===== src/rtl/rosc_entropy_collector.sv =====
`default_nettype none
// ============================================================================
// rosc_entropy_collector
//   Pulls 32-bit words from an entropy source, packs NUM_WORDS of them into a
//   block and runs a repetition-count health test on the incoming words.
// Revision: 1.0
// ============================================================================
module rosc_entropy_collector #(
    parameter int NUM_WORDS    = 16,
    parameter int REPEAT_LIMIT = 4
) (
    input  logic                      clk,
    input  logic                      reset_n,
    input  logic                      enable,
    input  logic                      entropy_enabled,
    input  logic [31:0]               entropy_data,
    input  logic                      entropy_valid,
    output logic                      entropy_ack,
    output logic [32*NUM_WORDS-1:0]   block_data,
    output logic                      block_valid,
    input  logic                      block_ack,
    output logic                      repeat_error,
    output logic [7:0]                word_count
);

    localparam int             BW      = 32 * NUM_WORDS;
    localparam int             CW      = $clog2(REPEAT_LIMIT + 1);
    localparam logic [7:0]     C_LAST  = 8'(NUM_WORDS - 1);
    localparam logic [CW-1:0]  C_LIMIT = CW'(REPEAT_LIMIT);
    localparam logic [CW-1:0]  C_ONE   = CW'(1);

    typedef enum logic [2:0] {
        S_IDLE    = 3'd0,
        S_COLLECT = 3'd1,
        S_WAIT    = 3'd2,
        S_FULL    = 3'd3,
        S_ERROR   = 3'd4
    } state_t;

    state_t          r_state;
    state_t          w_state_next;
    logic            r_ack;
    logic            r_block_valid;
    logic            r_repeat_error;
    logic            r_have_prev;
    logic [BW-1:0]   r_block;
    logic [7:0]      r_word_count;
    logic [CW-1:0]   r_rep_cnt;
    logic [31:0]     r_last_word;

    logic            w_capture;
    logic            w_hit_limit;
    logic            w_block_done;
    logic [CW-1:0]   w_rep_next;

    // A low enable overrides every capture and block handoff.
    assign w_capture    = enable && (r_state == S_COLLECT) && entropy_enabled && entropy_valid;
    assign w_rep_next   = (r_have_prev && (entropy_data == r_last_word)) ? (r_rep_cnt + C_ONE) : C_ONE;
    assign w_hit_limit  = (w_rep_next >= C_LIMIT);
    assign w_block_done = (r_word_count == C_LAST);

    always_comb begin
        w_state_next = r_state;
        if (!enable) begin
            w_state_next = S_IDLE;
        end else begin
            case (r_state)
                S_IDLE:    w_state_next = S_COLLECT;
                S_COLLECT: begin
                    if (w_capture) begin
                        if (w_hit_limit)       w_state_next = S_ERROR;
                        else if (w_block_done) w_state_next = S_FULL;
                        else                   w_state_next = S_WAIT;
                    end
                end
                S_WAIT:    w_state_next = S_COLLECT;
                S_FULL:    if (block_ack) w_state_next = S_COLLECT;
                S_ERROR:   w_state_next = S_ERROR;
                default:   w_state_next = S_IDLE;
            endcase
        end
    end

    always_ff @(posedge clk or negedge reset_n) begin
        if (!reset_n) r_state <= S_IDLE;
        else          r_state <= w_state_next;
    end

    always_ff @(posedge clk or negedge reset_n) begin
        if (!reset_n) begin
            r_ack          <= 1'b0;
            r_block        <= '0;
            r_block_valid  <= 1'b0;
            r_repeat_error <= 1'b0;
            r_word_count   <= 8'd0;
            r_rep_cnt      <= '0;
            r_last_word    <= 32'd0;
            r_have_prev    <= 1'b0;
        end else if (!enable) begin
            r_ack          <= 1'b0;
            r_block        <= '0;
            r_block_valid  <= 1'b0;
            r_repeat_error <= 1'b0;
            r_word_count   <= 8'd0;
            r_rep_cnt      <= '0;
            r_have_prev    <= 1'b0;
        end else begin
            r_ack <= w_capture;
            case (r_state)
                S_IDLE: begin
                    r_rep_cnt   <= '0;
                    r_have_prev <= 1'b0;
                end
                S_COLLECT: begin
                    if (w_capture) begin
                        r_block      <= {r_block[BW-33:0], entropy_data};
                        r_word_count <= r_word_count + 8'd1;
                        r_rep_cnt    <= w_rep_next;
                        r_last_word  <= entropy_data;
                        r_have_prev  <= 1'b1;
                        // A failing word is still acked but never completes a block.
                        if (w_hit_limit)       r_repeat_error <= 1'b1;
                        else if (w_block_done) r_block_valid  <= 1'b1;
                    end
                end
                S_FULL: begin
                    if (block_ack) begin
                        r_block_valid <= 1'b0;
                        r_word_count  <= 8'd0;
                    end
                end
                default: ;
            endcase
        end
    end

    assign entropy_ack  = r_ack;
    assign block_data   = r_block;
    assign block_valid  = r_block_valid;
    assign repeat_error = r_repeat_error;
    assign word_count   = r_word_count;

endmodule
`default_nettype wire


===== config.mk =====
export PLATFORM = sky130hd
export DESIGN_NAME = rosc_entropy_collector
export DESIGN_NICKNAME = d
export VERILOG_FILES = /design/src/rtl/rosc_entropy_collector.sv
export SDC_FILE = /design/constraint.sdc
export NUM_CORES = 1
export LEC_CHECK = 0
export ABC_AREA = 1
export BUFFER_PORTS_ARGS = -buffer_cell sky130_fd_sc_hd__buf_2
export CELL_PAD_IN_SITES_DETAIL_PLACEMENT = 1
export CELL_PAD_IN_SITES_GLOBAL_PLACEMENT = 2
export CORE_ASPECT_RATIO = 0.6
export CORE_MARGIN = 5
export CORE_UTILIZATION = 32
export CTS_BUF_LIST = sky130_fd_sc_hd__clkbuf_8 sky130_fd_sc_hd__clkbuf_16
export DETAILED_ROUTE_END_ITERATION = 10
export GPL_TIMING_DRIVEN = 0
export PLACE_DENSITY_LB_ADDON = 0.1
export SLEW_MARGIN = 20
export SYNTH_ARGS = -nofsm -noshare
export SYNTH_HDL_FRONTEND = slang
export SYNTH_SLANG_ARGS = --single-unit

===== constraint.sdc =====
create_clock -name clk -period 2.1 [get_ports clk]
set_clock_uncertainty 0.15 [all_clocks]
set_input_delay 0.21 -clock clk [delete_from_list [all_inputs] [get_ports clk]]
set_output_delay 0.21 -clock clk [all_outputs]
set_load 0.1 [all_outputs]

# --- Word-level counts from Yosys, hierarchy flattened ---
# Index checks and enable logic that the tools add are counted.
classes:
  reduce_logical: 13
  order_cmp: 1
  eq_ne: 15
  muxes: 31
  addsub: 2
op_table:
  columns: ["operator", "n"]
  rows:
  - ["2-to-1 mux 512 bit", 3]
  - ["equality test 32 bit", 1]
  - ["2-to-1 mux 8 bit", 3]
  - ["2-to-1 mux 3 bit", 7]
  - ["one-hot mux 8 bit (2 select lines)", 1]
  - ["2-to-1 mux 1 bit", 13]
  - ["inequality test 3 bit, second input constant", 4]
  - ["one-hot mux 3 bit (4 select lines)", 1]
  - ["AND reduction 3 bit", 3]
  - ["adder 8 x 1 -> 8 bit, second input constant", 1]
  - ["equality test 8 x 4 -> 1 bit, second input constant", 1]
  - ["equality test 3 x 2 -> 1 bit, second input constant", 2]
  - ["inequality test 2 x 1 -> 1 bit, second input constant", 3]
  - ["inequality test 3 x 1 -> 1 bit, second input constant", 2]
  - ["one-hot mux 3 bit (2 select lines)", 1]
  - ["AND reduction 2 bit", 3]
  - ["AND reduction 5 bit", 1]
  - ["logical AND 1 bit", 4]
  - ["one-hot mux 1 bit (2 select lines)", 2]
  - ["adder 3 x 1 -> 3 bit, second input constant", 1]
  - ["equality test 3 x 1 -> 1 bit, second input constant", 1]
  - ["equality test 3 bit, second input constant", 1]
  - [">= comparator 3 bit, second input constant", 1]
  - ["logical NOT 3 bit", 1]
  - ["OR reduction 2 bit", 1]
totals:
  output_inout_bits: 523
  inputBits: 38
  regBits: 562
  word_cells: 71

# --- Logic depth before layout (Yosys ltp) ---
# Gate-level depths: netlist (run 1).
logic_depth:
  word_depth: 8
  ltp_mapped: 14
  ltp_nobuf: 14

# --- Least setup slack after synthesis (run 1) ---
# Ideal clock, no wire load.
synth_path:
  path_kind: "flip-flop to flip-flop"
  startpoint: "register r_word_count[1] (netlist: word_count[1])"
  endpoint: "register r_word_count[6] (netlist: word_count[6])"
  path_buffers: 0
  arrival_ns: 1.861
  path_stages_with_launch: 7
  required_ns: 1.867
  setup_time_ns: 0.083
  period_less_slack_ns: 2.094
  path_slack_ns: 0.006
  cell_sequence: "dfrtp_1 ha_1 nand4_1 xor2_1 nor2_1 nand3_1 o21ai_0"
synth_via:
  elab_chain_len: 4
synth_rtl:
  columns: ["element", "line", "source"]
  rows:
  - ["from (decl)", "47", "logic [7:0] r_word_count;"]
  - ["from (signal assigned)", "117", "r_word_count <= r_word_count + 8'd1;"]
  - ["adder 8 x 1 -> 8 bit", "117", null]
  - ["2-to-1 mux 8 bit", "115", "if (w_capture) begin"]
  - ["one-hot mux 8 bit (2 select lines)", "109", "case (r_state)"]
  - ["2-to-1 mux 8 bit", "99", "end else if (!enable) begin"]
# No other way between the ends. The select of a mux whose other input is x is not followed.
# A chain may end at the register's enable or synchronous reset.

# --- Worst setup path in the final report (run 1) ---
layout_path:
  startpoint: "input enable"
  endpoint: "register r_word_count[4] (netlist: word_count[4])"
layout_via:
  elab_chain_len: 5
  word_cells_on_any_way: 8
  classes_between: "3 x eq/ne; 1 x mux; 4 x reduce/logical"
layout_rtl:
  columns: ["element", "line", "source"]
  rows:
  - ["from (decl)", "14", "input logic enable,"]
  - ["logical AND 1 bit (3 in series)", "57", "assign w_capture = enable && (r_state == S_COLLECT) && entropy_enabled && entropy_valid;"]
  - ["inequality test 3 bit (no line)", null, null]
  - ["AND reduction 3 bit (no line)", null, null]
# Parallel ways exist; a longest one is shown, timed or not.

==> flow_metrics.env, run 1 <==
export IMPL_status="finished, violations left"
export IMPL_violations="hold timing"
export IMPL_overflow=0
export IMPL_vias=17700
export IMPL_netlist_top_cells_area="dfrtp_1, o22ai_1, inv_1"
export IMPL_arrival_ns=2.39
export IMPL_period_share_pct=97.9
export IMPL_path_max_fanout=10
export IMPL_die_w_microns=341
export IMPL_remaining_drc_errors=0
export IMPL_grt_pass1_vias=19200
export IMPL_clockBufferDepth=3
export IMPL_ir_worst_vdd_uv=506
export IMPL_ys_async_sr_fraction_pct=100
export IMPL_layout_min_cycle_time_ns=2.06
export IMPL_start_util_pct=32.5
export IMPL_crit_type="input pin to flop"
export IMPL_synth_edf_count=0
export IMPL_drt_iter0_markers=1012
export IMPL_synth_top_area_share_pct=66.7
export IMPL_routed_wl_microns=90100
export IMPL_cts_sinks=562
export IMPL_clk_latency_ns=0.61
export IMPL_die_y_microns=209
export IMPL_leakage_uw=0.0141
export IMPL_max_slew_margin_pct=47.3
export IMPL_die_area_sq_mm=0.0713
export IMPL_place_gp_congestion=0.896
export IMPL_synth_seq_cells=562
export IMPL_drv_cap=0
export IMPL_finalNetCount=2727
export IMPL_synthesis_area_sq_mm=0.0211
export IMPL_pin_count=561
export IMPL_power_uw=24200
export IMPL_setup_viol=0
export IMPL_core_sq_mm=0.0649
export IMPL_area_growth_pct=31.6
export IMPL_hold_viol=48
export IMPL_ys_types=28
export IMPL_worst_setup_path_start_kind="input pin"
export IMPL_firstDrtPassIters=6
export IMPL_endpoint_kind="flop"
export IMPL_drtAntennaViolNets=0
export IMPL_grt_pass1_wl_microns=131000
export IMPL_final_max_slew_viol_count=0
export IMPL_drive_gt1_share_pct=29.1
export IMPL_cts_tree="yes"
export IMPL_yosysWarningCount=0
export IMPL_synth_ff_type="dfrtp_1"
export IMPL_wl_per_cell_microns=25.1
export IMPL_port_buffers=559
export IMPL_synthCells=2021
export IMPL_slowest_stage="dlygate4sd3_1"
export IMPL_rows=72
export IMPL_synth_area_leader_cell="dfrtp_1"
export IMPL_synth_seq_area_share_pct=66.7
export IMPL_worstPathRequired_ns=2.43
export IMPL_cts_max_level=2
export IMPL_via_per_inst=4.94
export IMPL_worstPathCellList="dlygate4sd3_1 -> buf_6 -> inv_4 -> nor2_1 -> dlygate4sd3_1 -> nand2_1 -> nand2_2 -> a21oi_4 -> buf_6 -> nand4_2 -> xor2_1 -> nor2_1"
export IMPL_cts_root_buf="clkbuf_16"
export IMPL_worstMarginPinSlew_ns=0.788
export IMPL_antenna_found_initial=2
export IMPL_dp_hpwl_microns=70300
export IMPL_synthTopCellsByCount="dfrtp_1, inv_1, o22ai_1"
export IMPL_hold_class="input pin to async pin"
export IMPL_grt_usage_pct=24.6
export IMPL_holdWs_ns=-0.0434
export IMPL_power_density_mw_per_mm2=872
export IMPL_clkSlewWorstSetupHoldPaths_ns=0.06
export IMPL_synth_most_common_cell="dfrtp_1"
export IMPL_syn_nets=2061
export IMPL_max_freq_ghz=0.486
export IMPL_grt_max_degree=95
export IMPL_syn_avg_cell_area_sq_um=10.4
export IMPL_critPathMaxStageDelay_ns=0.56
export IMPL_grt_setup_unrepaired="yes"
export IMPL_cts_buffers=56
==> through the flow <==
step           cells  utilization, %  instance area [sq um]  TNS (ns)  setup WS, ns
5_1_grt         3584            42.8                  27800   -0.0790       -0.0434
6_report        3585            42.8                  27800         0        0.0432
3_5_place_dp    3437            38.7                  25100   -173.18        -0.514
4_1_cts         3580            42.5                  27600    -0.276       -0.0318
3_3_place_gp    3431            38.5                  25000  -6538.25        -11.35
2_1_floorplan   2021               -                  21100         0       0.00561
==> sequential cells by signal, indices dropped and copies added (netlist names) <==
| name | count |
|---|---|
| r_state | 3 |
| repeat_error | 1 |
| block_data | 512 |
| word_count | 8 |
| block_valid | 1 |
| r_last_word | 32 |
| r_rep_cnt | 3 |
| r_have_prev | 1 |
| entropy_ack | 1 |
==> where the power goes <==
group / internal (uW) / leakage [uW] / switching [uW]
sequential: 11100 / 0.00779 / 161
combinational: 594 / 0.00533 / 1720
clock: 6120 / 0.00101 / 4500
total: 17800 / 0.0141 / 6370
==> cells in the final DEF, fill, tap and decap left out, drive strengths merged, types with 7 or more instances in the layout <==
cell type	synthesis	layout
inv	541	552
a21oi	8	8
nand4	7	7
nand3	43	43
buf	81	639
clkinv	1	13
o21ai	96	96
clkbuf	41	129
xnor2	7	7
dfrtp	562	562
nor2	29	29
nand2	145	145
dlygate4sd3	0	39
o22ai	450	450
==> critical path, delay by kind of cell <==
family	cells	cell delay [ns]
buffers and inverters	5	1.52
and+or+nand+nor	5	0.36
AOI/OAI and AO/OA	1	0.14
xor gates and xnor gates	1	0.14
==> cell type report <==
| cell class | instances | area (sq um) |
|---|---|---|
| Antenna cell | 1 | 2.50 |
| Clock inverter | 27 | 231 |
| Inverter | 542 | 2040 |
| Multi-Input combinational cell | 795 | 4500 |
| Fill cell | 7349 | 37100 |
| Tap cell | 851 | 1060 |
| Clock buffer | 77 | 1700 |
| Sequential cell | 562 | 14100 |
| Timing Repair Buffer | 608 | 3430 |
| Buffer | 122 | 728 |
==> kinds of logic (layout without fill, tap and decap cells) <==
logic type | Yosys count | count (layout) | share of synthesized area (%)
other cells | 0 | 1 | 0
buf+inv | 664 | 1376 | 12.3
simple gates | 226 | 226 | 4.53
flops | 562 | 562 | 66.7
compound gates | 556 | 556 | 15.9
xor+xnor | 11 | 11 | 0.457
fa+ha+maj | 2 | 2 | 0.119
==> path summary, 6_finish.rpt <==
path	start	end	slack [ns]	depth (start not counted)
setup / recovery	enable	word_count[4]	0.04	12
hold / removal	reset_n	block_data[83]	-0.04	2
setup reg to reg	r_state[2]	block_data[16]	0.09	6
hold reg to reg	r_have_prev	r_have_prev	0.33	2
max in group asynchronous	reset_n	block_data[14]	0.37	3
min in group clk	entropy_data[25]	r_last_word[25]	0.25	4
==> per-layer routing <==
metal	GRT usage (%)	vias to the layer above	part of all wire [%]
met5	0	-	0
met4	8.54	0	3.7
met3	6.96	133	6.7
met2	36.5	468	43
met1	34.6	9161	47
li1	-	7953	-
==> what timing repair did <==
action	CTS	global route
cloned	0	2
buffers inserted	1	1
gates resized for setup	54	70
hold endpoints to repair	301	16
hold buffers	38	1
pin swaps	2	3
endpoints found under the setup margin	523	580
Note: power is estimated with default switching activity, not from simulation.
==> run 2, diff against run 1 <==
--- a/config.mk
+++ b/config.mk
@@ -10,12 +10,13 @@
 export CELL_PAD_IN_SITES_DETAIL_PLACEMENT = 1
 export CELL_PAD_IN_SITES_GLOBAL_PLACEMENT = 2
 export CORE_ASPECT_RATIO = 0.6
-export CORE_MARGIN = 5
+export CORE_MARGIN = 2
 export CORE_UTILIZATION = 32
 export CTS_BUF_LIST = sky130_fd_sc_hd__clkbuf_8 sky130_fd_sc_hd__clkbuf_16
 export DETAILED_ROUTE_END_ITERATION = 10
 export GPL_TIMING_DRIVEN = 0
 export PLACE_DENSITY_LB_ADDON = 0.1
+export SKIP_CTS_REPAIR_TIMING = 1
 export SLEW_MARGIN = 20
 export SYNTH_ARGS = -nofsm -noshare
 export SYNTH_HDL_FRONTEND = slang
==> constraint.sdc (replaced) <==
create_clock -name clk -period 2.1 [get_ports clk]
set_clock_uncertainty 0.15 [all_clocks]
set_input_delay 0.21 -clock clk [delete_from_list [all_inputs] [get_ports clk]]
set_output_delay 0.21 -clock clk [all_outputs]
set_load 0.005 [all_outputs]
==> run 2 against run 1 <==
- non-clock buffer count unchanged
- hold slack worse by 0.13 ns
- count of clock-buffer cells in the layout down 16
- the run still ends with hold timing left
- sequential share of layout area up 0.31 points
- clock power down 7%
- wire length down 2.8%
- highest routed layer is now met5
- final cell count down 0.33%
==> flow_metrics.env, run 2 (same netlist as run 1, synthesis figures left out) <==
export IMPL_status="finished, violations left"
export IMPL_violations="hold timing"
export IMPL_ir_worst_vdd_uv=461
export IMPL_slowest_stage="dfrtp_1"
export IMPL_drive_gt1_share_pct=28.6
export IMPL_reg2reg_slack_ns=0.06
export IMPL_cts_max_level=2
export IMPL_firstDrtPassIters=4
export IMPL_worstPathCellList="nor3_1 -> nor2_1 -> a21oi_2 -> buf_6 -> nand2_1 -> a21oi_1 -> o21a_1"
export IMPL_clkSlewWorstSetupHoldPaths_ns=0.06
export IMPL_cts_sinks=562
export IMPL_layout_common_cells="buf_2, dfrtp_1, inv_1"
export IMPL_max_freq_ghz=0.490
export IMPL_die_w_microns=335
export IMPL_setup_viol=0
export IMPL_cts_root_buf="clkbuf_16"
export IMPL_routed_wl_microns=87600
export IMPL_remaining_drc_errors=0
export IMPL_preCtsSetupSlack_ns=-0.545
export IMPL_clk_latency_ns=0.62
export IMPL_start_util_pct=32.6
export IMPL_path_max_fanout=10
export IMPL_cts_tree="yes"
export IMPL_clockBufferDepth=3
export IMPL_overflow=0
export IMPL_core_sq_mm=0.0648
export IMPL_drv_cap=0
export IMPL_power_density_mw_per_mm2=835
export IMPL_dp_hpwl_microns=68400
export IMPL_grt_pass1_wl_microns=126000
export IMPL_cp_num_buf_inv=1
export IMPL_crit_type="flop to flop"
export IMPL_hold_viol=147
export IMPL_place_gp_congestion=0.890
export IMPL_crit_start="r_state[2]"
export IMPL_area_growth_pct=30.8
export IMPL_holdWs_ns=-0.171
export IMPL_dp_cells=3437
export IMPL_drtAntennaViolNets=0
export IMPL_placed_area_sq_mm=0.0251
export IMPL_arrival_ns=2.43
export IMPL_largest_reg_flops=512
export IMPL_wl_per_cell_microns=24.5
export IMPL_worstMarginPinSlew_ns=0.656
export IMPL_grt_setup_unrepaired="yes"
export IMPL_cts_buffers=55
export IMPL_reg2reg_from="r_state[2]"
export IMPL_die_y_microns=203
export IMPL_rows=72
export IMPL_grt_pass1_vias=18500
export IMPL_drt_iter0_markers=950
export IMPL_grt_max_degree=100
export IMPL_die_area_sq_mm=0.0681
export IMPL_leakage_uw=0.0140
export IMPL_final_fill_count=7403
export IMPL_period_share_pct=97.1
export IMPL_postLayoutCellArea_sq_mm=0.0276
export IMPL_endpoint_kind="flop"
export IMPL_cpLargestDelayFamily="simple AND/OR/NAND/NOR gates"
export IMPL_worst_setup_path_start_kind="flop"
export IMPL_layout_min_cycle_time_ns=2.04
export IMPL_setup_ws_ns=0.0612
export IMPL_finalNetCount=2726
export IMPL_critPathMaxStageDelay_ns=0.45
export IMPL_hold_class="input pin to async pin"
export IMPL_grt_usage_pct=25.4
export IMPL_fin_cells=3573
export IMPL_setup_tns_ns=0
export IMPL_port_buffers=559
export IMPL_worstPathRequired_ns=2.49
export IMPL_vias=17600
export IMPL_final_max_slew_viol_count=0
export IMPL_max_slew_margin_pct=56.3
export IMPL_pin_count=561
export IMPL_antenna_found_initial=1
export IMPL_final_common_cell="buf_2"
export IMPL_via_per_inst=4.93
## run 2: path summary, 6_finish.rpt
check / depth (start not counted) / end
worst min register to register: 2 / block_valid
worst min-delay path: 6 / r_last_word[1]
worst max-delay path: 7 / word_count[2]
max in group asynchronous: 8 / block_data[401]
min in group clk: 6 / r_state[0]
worst max register to register: 7 / word_count[2]
## run 2: report_power, final
part           internal, uW  total (uW)  switching (uW)
Combinational           603        1960            1350
Sequential            11100       11300             162
Clock                  5420        9810            4400
Total                 17100       23000            5910
## run 2: tightest hold or removal path, stage by stage
cell and delay [ns]:
buf_8 0.08, buf_16 0.09, buf_16 0.09, buf_16 0.09
buf_16 0.12, buf_16 0.28
## run 2: layer usage
metal / wire [microns] / track usage [%] / vias up
met5: 13 / 0 / -
met3: 6440 / 7.05 / 106
met1: 41500 / 37.2 / 9106
met4: 2130 / 7.03 / 2
met2: 37400 / 36.6 / 456
li1: - / - / 7955
## run 2: layout make-up
class	instances	area [sq um]	area share, %
Multi-Input combinational cell	795	4480	16.3
Timing Repair Buffer	608	3510	12.7
Clock inverter	30	238	0.862
Sequential cell	562	14100	51.0
Inverter	542	2040	7.38
Buffer	122	732	2.65
Antenna cell	2	5.00	0.0181
Clock buffer	61	1460	5.29
Tap cell	851	1060	3.86
## run 2: through the flow
step / total power, uW / util, %
after floorplan: 12400 / -
after global placement: 13200 / 38.5
after detailed placement: 13300 / 38.8
after CTS: 23200 / 41.4
after global routing: 24000 / 42.6
final: 23000 / 42.6
